File: src/rtl/jtframe_rom_pkg.sv
// Shared types for the multi-slot ROM front-end: FSM encoding, slot index width and address mapping.
// Latency: none (types and pure function only).
// Backpressure: n/a.
package jtframe_rom_pkg;

    typedef enum logic [1:0] {
        ST_IDLE = 2'd0,
        ST_REQ  = 2'd1,
        ST_WAIT = 2'd2
    } rom_st_t;

    localparam int MAX_SLOTS = 4;
    localparam int SLOT_IW   = 2;
    localparam int SDRAM_AW  = 22;

    // Maps a slot address onto the 16-bit word grid of the SDRAM bank.
    // Byte slots drop the byte select bit, 32-bit slots span two words.
    function automatic logic [SDRAM_AW-1:0] wordaddr(input logic [31:0] addr, input int dw);
        case (dw)
            8:       return addr[SDRAM_AW:1];
            32:      return {addr[SDRAM_AW-2:0], 1'b0};
            default: return addr[SDRAM_AW-1:0];
        endcase
    endfunction

endpackage

File: src/rtl/jtframe_rom_slot_cache.sv
// One ROM slot: single-entry tag/data cache, hit compare, byte select and burst word capture.
// Latency: hit is combinational from addr/cs; a fill completes on the data_rdy cycle.
// Backpressure: none; the slot holds its miss request until the arbiter starts its fill.
module jtframe_rom_slot_cache
    import jtframe_rom_pkg::*;
#(
    parameter int                  AW     = 18,
    parameter int                  DW     = 8,
    parameter logic [SDRAM_AW-1:0] OFFSET = '0
)(
    input  logic                clk,
    input  logic                rst,
    input  logic [AW-1:0]       addr,
    input  logic                cs,
    output logic                ok,
    output logic [DW-1:0]       dout,
    output logic                miss,
    output logic [SDRAM_AW-1:0] req_addr,
    input  logic                start,
    input  logic                we,
    input  logic                done,
    input  logic [15:0]         wr_dat
);

    logic [SDRAM_AW-1:0] word;
    logic [SDRAM_AW-1:0] tag;
    logic [SDRAM_AW-1:0] pend_tag;
    logic                valid;
    logic                half;
    logic [15:0]         data_lo;

    assign word     = wordaddr(32'(addr), DW);
    assign req_addr = word + OFFSET;
    assign ok       = cs & valid & (tag == word);
    assign miss     = cs & ~ok;

    // Tag bookkeeping: a fill invalidates the entry until its last word lands, and the
    // tag written is the one captured at fill start, not whatever addr shows at the end.
    always_ff @(posedge clk) begin
        if (rst) begin
            valid    <= 1'b0;
            tag      <= '0;
            pend_tag <= '0;
        end else if (start) begin
            valid    <= 1'b0;
            pend_tag <= word;
        end else if (done) begin
            valid    <= 1'b1;
            tag      <= pend_tag;
        end
    end

    // Burst capture: half selects the lane the next word of a 32-bit fill goes to.
    always_ff @(posedge clk) begin
        if (rst) begin
            data_lo <= '0;
            half    <= 1'b0;
        end else begin
            if (start) begin
                half <= 1'b0;
            end else if (we && DW == 32) begin
                half <= ~half;
            end
            if (we && !half) begin
                data_lo <= wr_dat;
            end
        end
    end

    generate
        if (DW == 32) begin : g_w32
            logic [15:0] data_hi;

            // High half only moves on the second word; a short burst leaves it stale.
            always_ff @(posedge clk) begin
                if (rst) begin
                    data_hi <= '0;
                end else if (we && half) begin
                    data_hi <= wr_dat;
                end
            end

            assign dout = {data_hi, data_lo};

            // The controller must deliver two words for a 32-bit slot, the last one with data_rdy.
            a_two_words : assert property (@(posedge clk) disable iff (rst) done |-> (we && half));
        end else if (DW == 16) begin : g_w16
            assign dout = data_lo;
        end else begin : g_w8
            assign dout = addr[0] ? data_lo[15:8] : data_lo[7:0];
        end
    endgenerate

endmodule

File: src/rtl/jtframe_rom_nslots.sv
// SDRAM bank front-end: 1..4 cached read-only ROM slots arbitrated onto one request/ack port.
// Latency: hits are combinational; a miss issues sdram_req one cycle after cs (LATCH=1) or the same cycle (LATCH=0).
// Backpressure: sdram_req is held with a stable address until sdram_ack; one fetch in flight. Build option: JTFRAME_ROMSLOT_RR_EN.
module jtframe_rom_nslots
    import jtframe_rom_pkg::*;
#(
    parameter int          SLOTS        = 2,
    parameter int          SLOT0_AW     = 18,
    parameter int          SLOT1_AW     = 18,
    parameter int          SLOT2_AW     = 18,
    parameter int          SLOT3_AW     = 18,
    parameter int          SLOT0_DW     = 8,
    parameter int          SLOT1_DW     = 8,
    parameter int          SLOT2_DW     = 8,
    parameter int          SLOT3_DW     = 8,
    parameter logic [21:0] SLOT0_OFFSET = 22'h0,
    parameter logic [21:0] SLOT1_OFFSET = 22'h0,
    parameter logic [21:0] SLOT2_OFFSET = 22'h0,
    parameter logic [21:0] SLOT3_OFFSET = 22'h0,
    parameter int          LATCH        = 1
)(
    input  logic                clk,
    input  logic                rst,
    input  logic [SLOT0_AW-1:0] slot0_addr,
    input  logic [SLOT1_AW-1:0] slot1_addr,
    input  logic [SLOT2_AW-1:0] slot2_addr,
    input  logic [SLOT3_AW-1:0] slot3_addr,
    input  logic                slot0_cs,
    input  logic                slot1_cs,
    input  logic                slot2_cs,
    input  logic                slot3_cs,
    output logic                slot0_ok,
    output logic                slot1_ok,
    output logic                slot2_ok,
    output logic                slot3_ok,
    output logic [SLOT0_DW-1:0] slot0_dout,
    output logic [SLOT1_DW-1:0] slot1_dout,
    output logic [SLOT2_DW-1:0] slot2_dout,
    output logic [SLOT3_DW-1:0] slot3_dout,
    output logic [21:0]         sdram_addr,
    output logic                sdram_req,
    input  logic                sdram_ack,
    input  logic                data_dst,
    input  logic                data_rdy,
    input  logic [15:0]         data_read
);

    localparam logic [MAX_SLOTS-1:0] SLOT_EN = MAX_SLOTS'((1 << SLOTS) - 1);

    logic [MAX_SLOTS-1:0] miss_raw;
    logic [MAX_SLOTS-1:0] miss;
    logic [MAX_SLOTS-1:0] ok_raw;
    logic [MAX_SLOTS-1:0] start;
    logic [MAX_SLOTS-1:0] we;
    logic [MAX_SLOTS-1:0] done;
    logic [SDRAM_AW-1:0]  slot_addr [MAX_SLOTS];

    rom_st_t              st, st_nx;
    logic [SLOT_IW-1:0]   sel, sel_nx;
    logic [SDRAM_AW-1:0]  addr_q, addr_nx;
    logic                 req_q;
    logic                 grant_vld;
    logic [SLOT_IW-1:0]   grant_idx;

    jtframe_rom_slot_cache #(.AW(SLOT0_AW), .DW(SLOT0_DW), .OFFSET(SLOT0_OFFSET)) u_slot0 (
        .clk(clk), .rst(rst), .addr(slot0_addr), .cs(slot0_cs), .ok(ok_raw[0]), .dout(slot0_dout),
        .miss(miss_raw[0]), .req_addr(slot_addr[0]), .start(start[0]), .we(we[0]), .done(done[0]),
        .wr_dat(data_read)
    );

    jtframe_rom_slot_cache #(.AW(SLOT1_AW), .DW(SLOT1_DW), .OFFSET(SLOT1_OFFSET)) u_slot1 (
        .clk(clk), .rst(rst), .addr(slot1_addr), .cs(slot1_cs), .ok(ok_raw[1]), .dout(slot1_dout),
        .miss(miss_raw[1]), .req_addr(slot_addr[1]), .start(start[1]), .we(we[1]), .done(done[1]),
        .wr_dat(data_read)
    );

    jtframe_rom_slot_cache #(.AW(SLOT2_AW), .DW(SLOT2_DW), .OFFSET(SLOT2_OFFSET)) u_slot2 (
        .clk(clk), .rst(rst), .addr(slot2_addr), .cs(slot2_cs), .ok(ok_raw[2]), .dout(slot2_dout),
        .miss(miss_raw[2]), .req_addr(slot_addr[2]), .start(start[2]), .we(we[2]), .done(done[2]),
        .wr_dat(data_read)
    );

    jtframe_rom_slot_cache #(.AW(SLOT3_AW), .DW(SLOT3_DW), .OFFSET(SLOT3_OFFSET)) u_slot3 (
        .clk(clk), .rst(rst), .addr(slot3_addr), .cs(slot3_cs), .ok(ok_raw[3]), .dout(slot3_dout),
        .miss(miss_raw[3]), .req_addr(slot_addr[3]), .start(start[3]), .we(we[3]), .done(done[3]),
        .wr_dat(data_read)
    );

    // Slots beyond SLOTS never request and never report ok; their logic is left for synthesis to prune.
    assign miss     = miss_raw & SLOT_EN;
    assign slot0_ok = ok_raw[0] & SLOT_EN[0];
    assign slot1_ok = ok_raw[1] & SLOT_EN[1];
    assign slot2_ok = ok_raw[2] & SLOT_EN[2];
    assign slot3_ok = ok_raw[3] & SLOT_EN[3];

`ifdef JTFRAME_ROMSLOT_RR_EN
    logic [SLOT_IW-1:0] last;
    logic [SLOT_IW-1:0] cand;

    // Remember the last served slot; after reset slot0 is first in line.
    always_ff @(posedge clk) begin
        if (rst) begin
            last <= SLOT_IW'(MAX_SLOTS - 1);
        end else if (st == ST_IDLE && grant_vld) begin
            last <= grant_idx;
        end
    end

    // Round-robin pick: scan starting from the slot after the last served one.
    always_comb begin
        grant_vld = 1'b0;
        grant_idx = '0;
        cand      = '0;
        for (int k = 1; k <= MAX_SLOTS; k++) begin
            cand = last + SLOT_IW'(k);
            if (!grant_vld && miss[cand]) begin
                grant_vld = 1'b1;
                grant_idx = cand;
            end
        end
    end
`else
    // Fixed priority pick: the lowest-numbered missing slot wins.
    always_comb begin
        grant_vld = 1'b0;
        grant_idx = '0;
        for (int k = MAX_SLOTS - 1; k >= 0; k--) begin
            if (miss[k]) begin
                grant_vld = 1'b1;
                grant_idx = SLOT_IW'(k);
            end
        end
    end
`endif

    // FSM next state: latch the winner in IDLE, hold the request until ack, collect the burst.
    always_comb begin
        st_nx   = st;
        sel_nx  = sel;
        addr_nx = addr_q;
        case (st)
            ST_IDLE: begin
                if (grant_vld) begin
                    sel_nx  = grant_idx;
                    addr_nx = slot_addr[grant_idx];
                    st_nx   = (LATCH == 0 && sdram_ack) ? ST_WAIT : ST_REQ;
                end
            end
            ST_REQ: begin
                if (sdram_ack) begin
                    st_nx = ST_WAIT;
                end
            end
            ST_WAIT: begin
                if (data_rdy) begin
                    st_nx = ST_IDLE;
                end
            end
            default: st_nx = ST_IDLE;
        endcase
    end

    // Per-slot fill strobes; burst words outside WAIT never reach a cache.
    always_comb begin
        start = '0;
        we    = '0;
        done  = '0;
        for (int n = 0; n < MAX_SLOTS; n++) begin
            start[n] = (st == ST_IDLE) && grant_vld && (grant_idx == SLOT_IW'(n));
            we[n]    = (st == ST_WAIT) && data_dst && (sel == SLOT_IW'(n));
            done[n]  = (st == ST_WAIT) && data_rdy && (sel == SLOT_IW'(n));
        end
    end

    // FSM and issue registers; req follows the state so it drops the cycle after ack.
    always_ff @(posedge clk) begin
        if (rst) begin
            st     <= ST_IDLE;
            sel    <= '0;
            addr_q <= '0;
            req_q  <= 1'b0;
        end else begin
            st     <= st_nx;
            sel    <= sel_nx;
            addr_q <= addr_nx;
            req_q  <= (st_nx == ST_REQ);
        end
    end

    // Controller-facing outputs: registered issue, or combinational issue straight from IDLE.
    always_comb begin
        if (LATCH != 0) begin
            sdram_req  = req_q;
            sdram_addr = addr_q;
        end else begin
            sdram_req  = (st == ST_REQ) || (st == ST_IDLE && grant_vld);
            sdram_addr = (st == ST_IDLE && grant_vld) ? slot_addr[grant_idx] : addr_q;
        end
    end

endmodule
File: config.mk
export PLATFORM = sky130hd
export DESIGN_NAME = jtframe_rom_nslots
export DESIGN_NICKNAME = d
export VERILOG_FILES = /design/src/rtl/jtframe_rom_pkg.sv /design/src/rtl/jtframe_rom_slot_cache.sv /design/src/rtl/jtframe_rom_nslots.sv
export SDC_FILE = /design/constraint.sdc
export NUM_CORES = 1
export LEC_CHECK = 0
export CAP_MARGIN = 20
export CORE_ASPECT_RATIO = 0.7
export CORE_MARGIN = 4
export CORE_UTILIZATION = 40
export CTS_CLUSTER_DIAMETER = 40
export DETAILED_ROUTE_END_ITERATION = 12
export PLACE_DENSITY = 0.6
export SLEW_MARGIN = 20
export SYNTH_ARGS = -nofsm -noshare
export SYNTH_HDL_FRONTEND = slang
export SYNTH_HIERARCHICAL = 1
export SYNTH_SLANG_ARGS = --single-unit
export TNS_END_PERCENT = 50
File: constraint.sdc
create_clock -name clk -period 3.4 [get_ports clk]
set_input_delay 0.68 -clock clk [delete_from_list [all_inputs] [get_ports clk]]
set_output_delay 0.68 -clock clk [all_outputs]
set_load 0.02 [all_outputs]
After elaboration in Yosys (flattened, before gate mapping)
Index checks and enable logic that the tools add are counted.

Register bits: 161. Input port bits: 97. Output and inout bits: 59. Logic and storage cells: 69.

Order comparisons: 1. Equal/unequal tests: 9. Muxes and demuxes: 15. Bitwise logic cells: 11. Reduce and logical (&&, ||, !) cells: 19.

Operator list (count): 22-bit binary-select mux with 2-bit select (1); 22-bit two-way mux (2); 17-bit == test (2); 8-bit two-way mux (4); 1-bit logical AND (11); 2-bit by 1-bit == test with 1-bit output (second input constant) (4); 2-bit two-way mux (4); 1-bit AND (6); 2-bit == test (second input constant) (3); 2-bit logical NOT (3); 2-bit case mux with 3 select lines (1); 2-bit AND reduction (3); 1-bit NOT (4); 2-bit OR reduction (2); 3-bit greater-or-equal comparator (second input constant) (1); 1-bit two-way mux (3); 2-bit NOT with 3-bit output (1).

Logic depth before layout (Yosys ltp)
Depth after elaboration: 10. Depth in mapped cells: 13. Depth with buffers taken out: 9.

Cells and area by module
Netlist, hierarchy kept.

By module, submodules not included: jtframe_rom_slot_cache (instances 4, cells each 243, area an instance 2235.9 um2, seq. area each 1021.0 um2); jtframe_rom_nslots (instances 1, cells each 106, area an instance 1246.2 um2, seq. area each 520.5 um2).

Worst setup path before layout
No wires, ideal clock.

Path kind: input-to-reg. Start point: input port slot0_addr[16]. End point: register u_slot0.tag[6]. Setup time: 132 ps. Data arrival time: 2828 ps. Required time: 3268 ps. Slack: 440 ps. Cell stages on the path: 13. Buffers on the path: 5. Cells stage by stage: xor2_1 nor4_1 nand3_1 o41a_1 buf_6 clkbuf_1 and2_1 buf_4 nand2b_1 buf_2 buf_2 nand2_1 a21oi_1.

Cells in the longest elaborated chain, start to end: 9. Elaborated cells on any way between the ends: 11. Those cells by class: 1 x eq/ne; 2 x mux; 4 x bitwise; 4 x reduce/logical.

Ends and longest elaborated chain: start: declaration (line jtframe_rom_nslots.sv:24) `input logic [SLOT0_AW-1:0] slot0_addr,`; 17-bit == test (*) (line jtframe_rom_slot_cache.sv:34) `assign ok = cs & valid & (tag == word);`; 1-bit AND (*) (line jtframe_rom_slot_cache.sv:34); 1-bit NOT (*) (line jtframe_rom_slot_cache.sv:35) `assign miss = cs & ~ok;`; 1-bit AND (*) (line jtframe_rom_slot_cache.sv:35); net miss[0] (line jtframe_rom_nslots.sv:51) `logic [MAX_SLOTS-1:0] miss;`; 2-bit two-way mux or 1-bit two-way mux (tied branches) (line jtframe_rom_nslots.sv:128) `if (miss[k]) begin`; 2-bit logical NOT or 1-bit logical AND (tied branches); 1-bit logical AND (*) (line jtframe_rom_nslots.sv:169) `start[n] = (st == ST_IDLE) && grant_vld && (grant_idx == SLOT_IW'(n));`; net start[0] (line jtframe_rom_nslots.sv:53) `logic [MAX_SLOTS-1:0] start;`; 1-bit NOT (no source line) (*); 2-bit AND reduction (no source line) (*); end signal: assignment (line jtframe_rom_slot_cache.sv:49) `tag <= pend_tag;`; end: declaration (line jtframe_rom_slot_cache.sv:26) `logic [SDRAM_AW-1:0] tag;`.

Mark *: on every way through the listed nets, which the timed path passes. The rest lies on a longest branch. A chain may end at the register's enable or synchronous reset.

Final worst setup path
Start point: input port slot0_addr[16]. End point: output port slot0_ok.

Cells in the longest elaborated chain, start to end: 2.

Ends and longest elaborated chain: 17-bit == test (line jtframe_rom_slot_cache.sv:34); 1-bit AND (line jtframe_rom_slot_cache.sv:34); end: declaration (line jtframe_rom_nslots.sv:32) `output logic slot0_ok,`.

Every way passes these cells.

==> reports/qor.yml <==
status: "finished, final reports clean"
cp.buffers_inverters: 2
synth_area_sq_mm: 0.00704
p_leak_nw: 3.48
globalplace.congestion: 0.791
cp-start-kind: "input pin"
syn_to_final_growth_pct: 27.9
whs_path_depth: 2
drt-pass1-iter-count: 4
utilization: 0.523
grt_pass1_vias: 5276
cts_buffer_depth: 2
drv_slew: 0
crit_fanout: 2
critPathMaxStageDelay_ps: 450
holdPathEnd: "u_slot1/tag[7]"
vias: 5208
die_area_sq_mm: 0.0198
io_pins: 156
cts_resized: 6
antenna_cells: 0
maxCapViolCount: 0
wire_per_inst_microns: 16.5
critPathKind: "in2out"
period_share: 0.969
grt_pass1_wl_microns: 28100
start_util: 0.409
clock.fmax_ghz: 0.303
cts_tree: "yes"
slew_headroom: 0.556
syn_avg_cell_area_sq_um: 9.80
antenna_left: 0
rows: 40
ir_drop_mv: 0.282
period_needed_ps: 3300
drt_iter0_markers: 373
clk_latency_ps: 420
setup_viol: 0
worstRegToRegCells: 9
track_usage: 0.178
viasPerCell: 4.89
hold_viol: 0
post_cts_buffers: 0
postSynthCellCount: 718
overflow: 0
hpwl_microns: 12800
cts_inserted_buffers: 17
drc: 0
cp.required_ps: 2720
clock-root-buffer: "clkbuf_16"
path_clk_slew_ps: 70
path_cells: "clkdlybuf4s50_1, xor2_1, nor4_1, nand3_1, nor4_2, dlygate4sd2_1"
routed_wl_microns: 17600
worstMarginPinSlew_ps: 666
drive_above_1_share: 0.183
cp_top_family: "simple AND/OR/NAND/NOR gates"
ctsHoldBuffers: 0
arrival_ps: 2620
reg2reg_to: "sdram_addr[0]"
skew_ps: 10.1
core_area_sq_mm: 0.0172
grt_max_degree: 65
final_area_sq_mm: 0.00900
cp-end-kind: "primary output"
htreeDepth: 4
r2r-start: "u_slot0/tag[15]"
critPathSlowestCell: "clkdlybuf4s50_1"
nets: 918
clock-sinks: 160
min_from: "u_slot1/pend_tag[7]"
placed_area_sq_mm: 0.00839
antenna_found_initial: 0
synth.yosys.warnings: 6
portBuffers: 117
hold_path_class: "reg2reg"
die_h_microns: 119
dieWidth_microns: 167
power_density_mw_per_mm2: 497
regToRegSetupSlack_ps: 720
rsz0062_at_grt: "no"
==> worst reg2reg max path, cell delays in order (launching register included) <==
cell and delay, ps:
dfxtp_1 340, xor2_1 170, nor4_1 410, nand3_1 190
o41a_1 530, buf_4 180, or2_4 260, a21oi_4 220
buf_12 180, o2bb2ai_1 130
==> worst max path at each step <==
stage / start / to / slack [ps] / cells after the start
floorplan: slot0_addr[16] / u_slot0/tag[6] / 440 / 13
global placement: slot1_addr[7] / slot1_ok / -360 / 7
detailed placement: slot1_addr[7] / slot1_ok / -280 / 7
CTS: slot0_addr[16] / slot0_ok / 100 / 6
global route: slot0_addr[16] / slot0_ok / 60 / 6
finish: slot0_addr[16] / slot0_ok / 100 / 6
==> per-layer routing <==
| layer | share of wire | vias up | routed length [microns] | track usage |
|---|---|---|---|---|
| met5 | 0 | - | 0 | 0 |
| met1 | 0.50 | 2499 | 8820 | 0.251 |
| met4 | 0.013 | 0 | 228 | 0.0521 |
| met2 | 0.44 | 106 | 7730 | 0.269 |
| met3 | 0.046 | 16 | 812 | 0.0494 |
| li1 | - | 2587 | - | - |
==> cells in the final DEF (no fill, tap or decap), types with 2 or more instances in the layout <==
cell type          n
a2111oi_0          2
a21oi_1           35
a22oi_1           22
and2_1             2
buf_12             3
buf_4             55
clkbuf_16         17
clkdlybuf4s50_1  114
clkinv_4           3
clkinvlp_4         2
conb_1            14
dfxtp_1          160
inv_6              6
inv_8              2
mux2_2            32
mux2i_1           98
nand2_1           73
nand2b_1           3
nand3_1            2
nand4_1            2
nor2_1           104
nor2b_1            2
nor3_1             3
nor4_1             4
nor4_2             4
o2bb2ai_1          2
o2bb2ai_2         20
o41a_1             2
xnor2_1            8
xor2_1            26
==> power breakdown <==
group / switching (mW) / leakage, nW / internal (mW)
Sequential: 0.0501 / 1.30 / 1.95
Combinational: 0.296 / 1.89 / 0.290
Clock: 0.825 / 0.283 / 1.05
Total: 1.17 / 3.48 / 3.30
==> sequential cells by signal (all words and copies together), names as in the netlist, 2 cells and up <==
register,flops
sdram_addr,22
st,2
u_slot0/data_lo,16
u_slot0/pend_tag,17
u_slot0/tag,17
u_slot1/data_lo,16
u_slot1/pend_tag,17
u_slot1/tag,17
u_slot2/data_lo,16
u_slot3/data_lo,16
==> metrics by stage <==
step / setup TNS (ps) / power (mW) / std cells / hold WS (ps) / worst slack (ps)
6_report: 0 / 4.47 / 1065 / 448 / 104
3_5_place_dp: -1370 / 2.62 / 1033 / 442 / -276
3_3_place_gp: -779 / 2.61 / 1033 / 435 / -356
5_1_grt: 0 / 4.64 / 1065 / 469 / 58.9
4_1_cts: 0 / 4.51 / 1065 / 448 / 101
2_1_floorplan: 0 / 2.38 / 729 / 431 / 440
==> final cells by class <==
type                    count  area (sq um)
repair buffers            173          1620
flip-flops and latches    160          3200
clock inverters            14           146
clock buffers              18           439
fillers                  1559          8220
well taps                 231           289
multi-input cells         469          3300
Power figures use the tool's default switching activity.
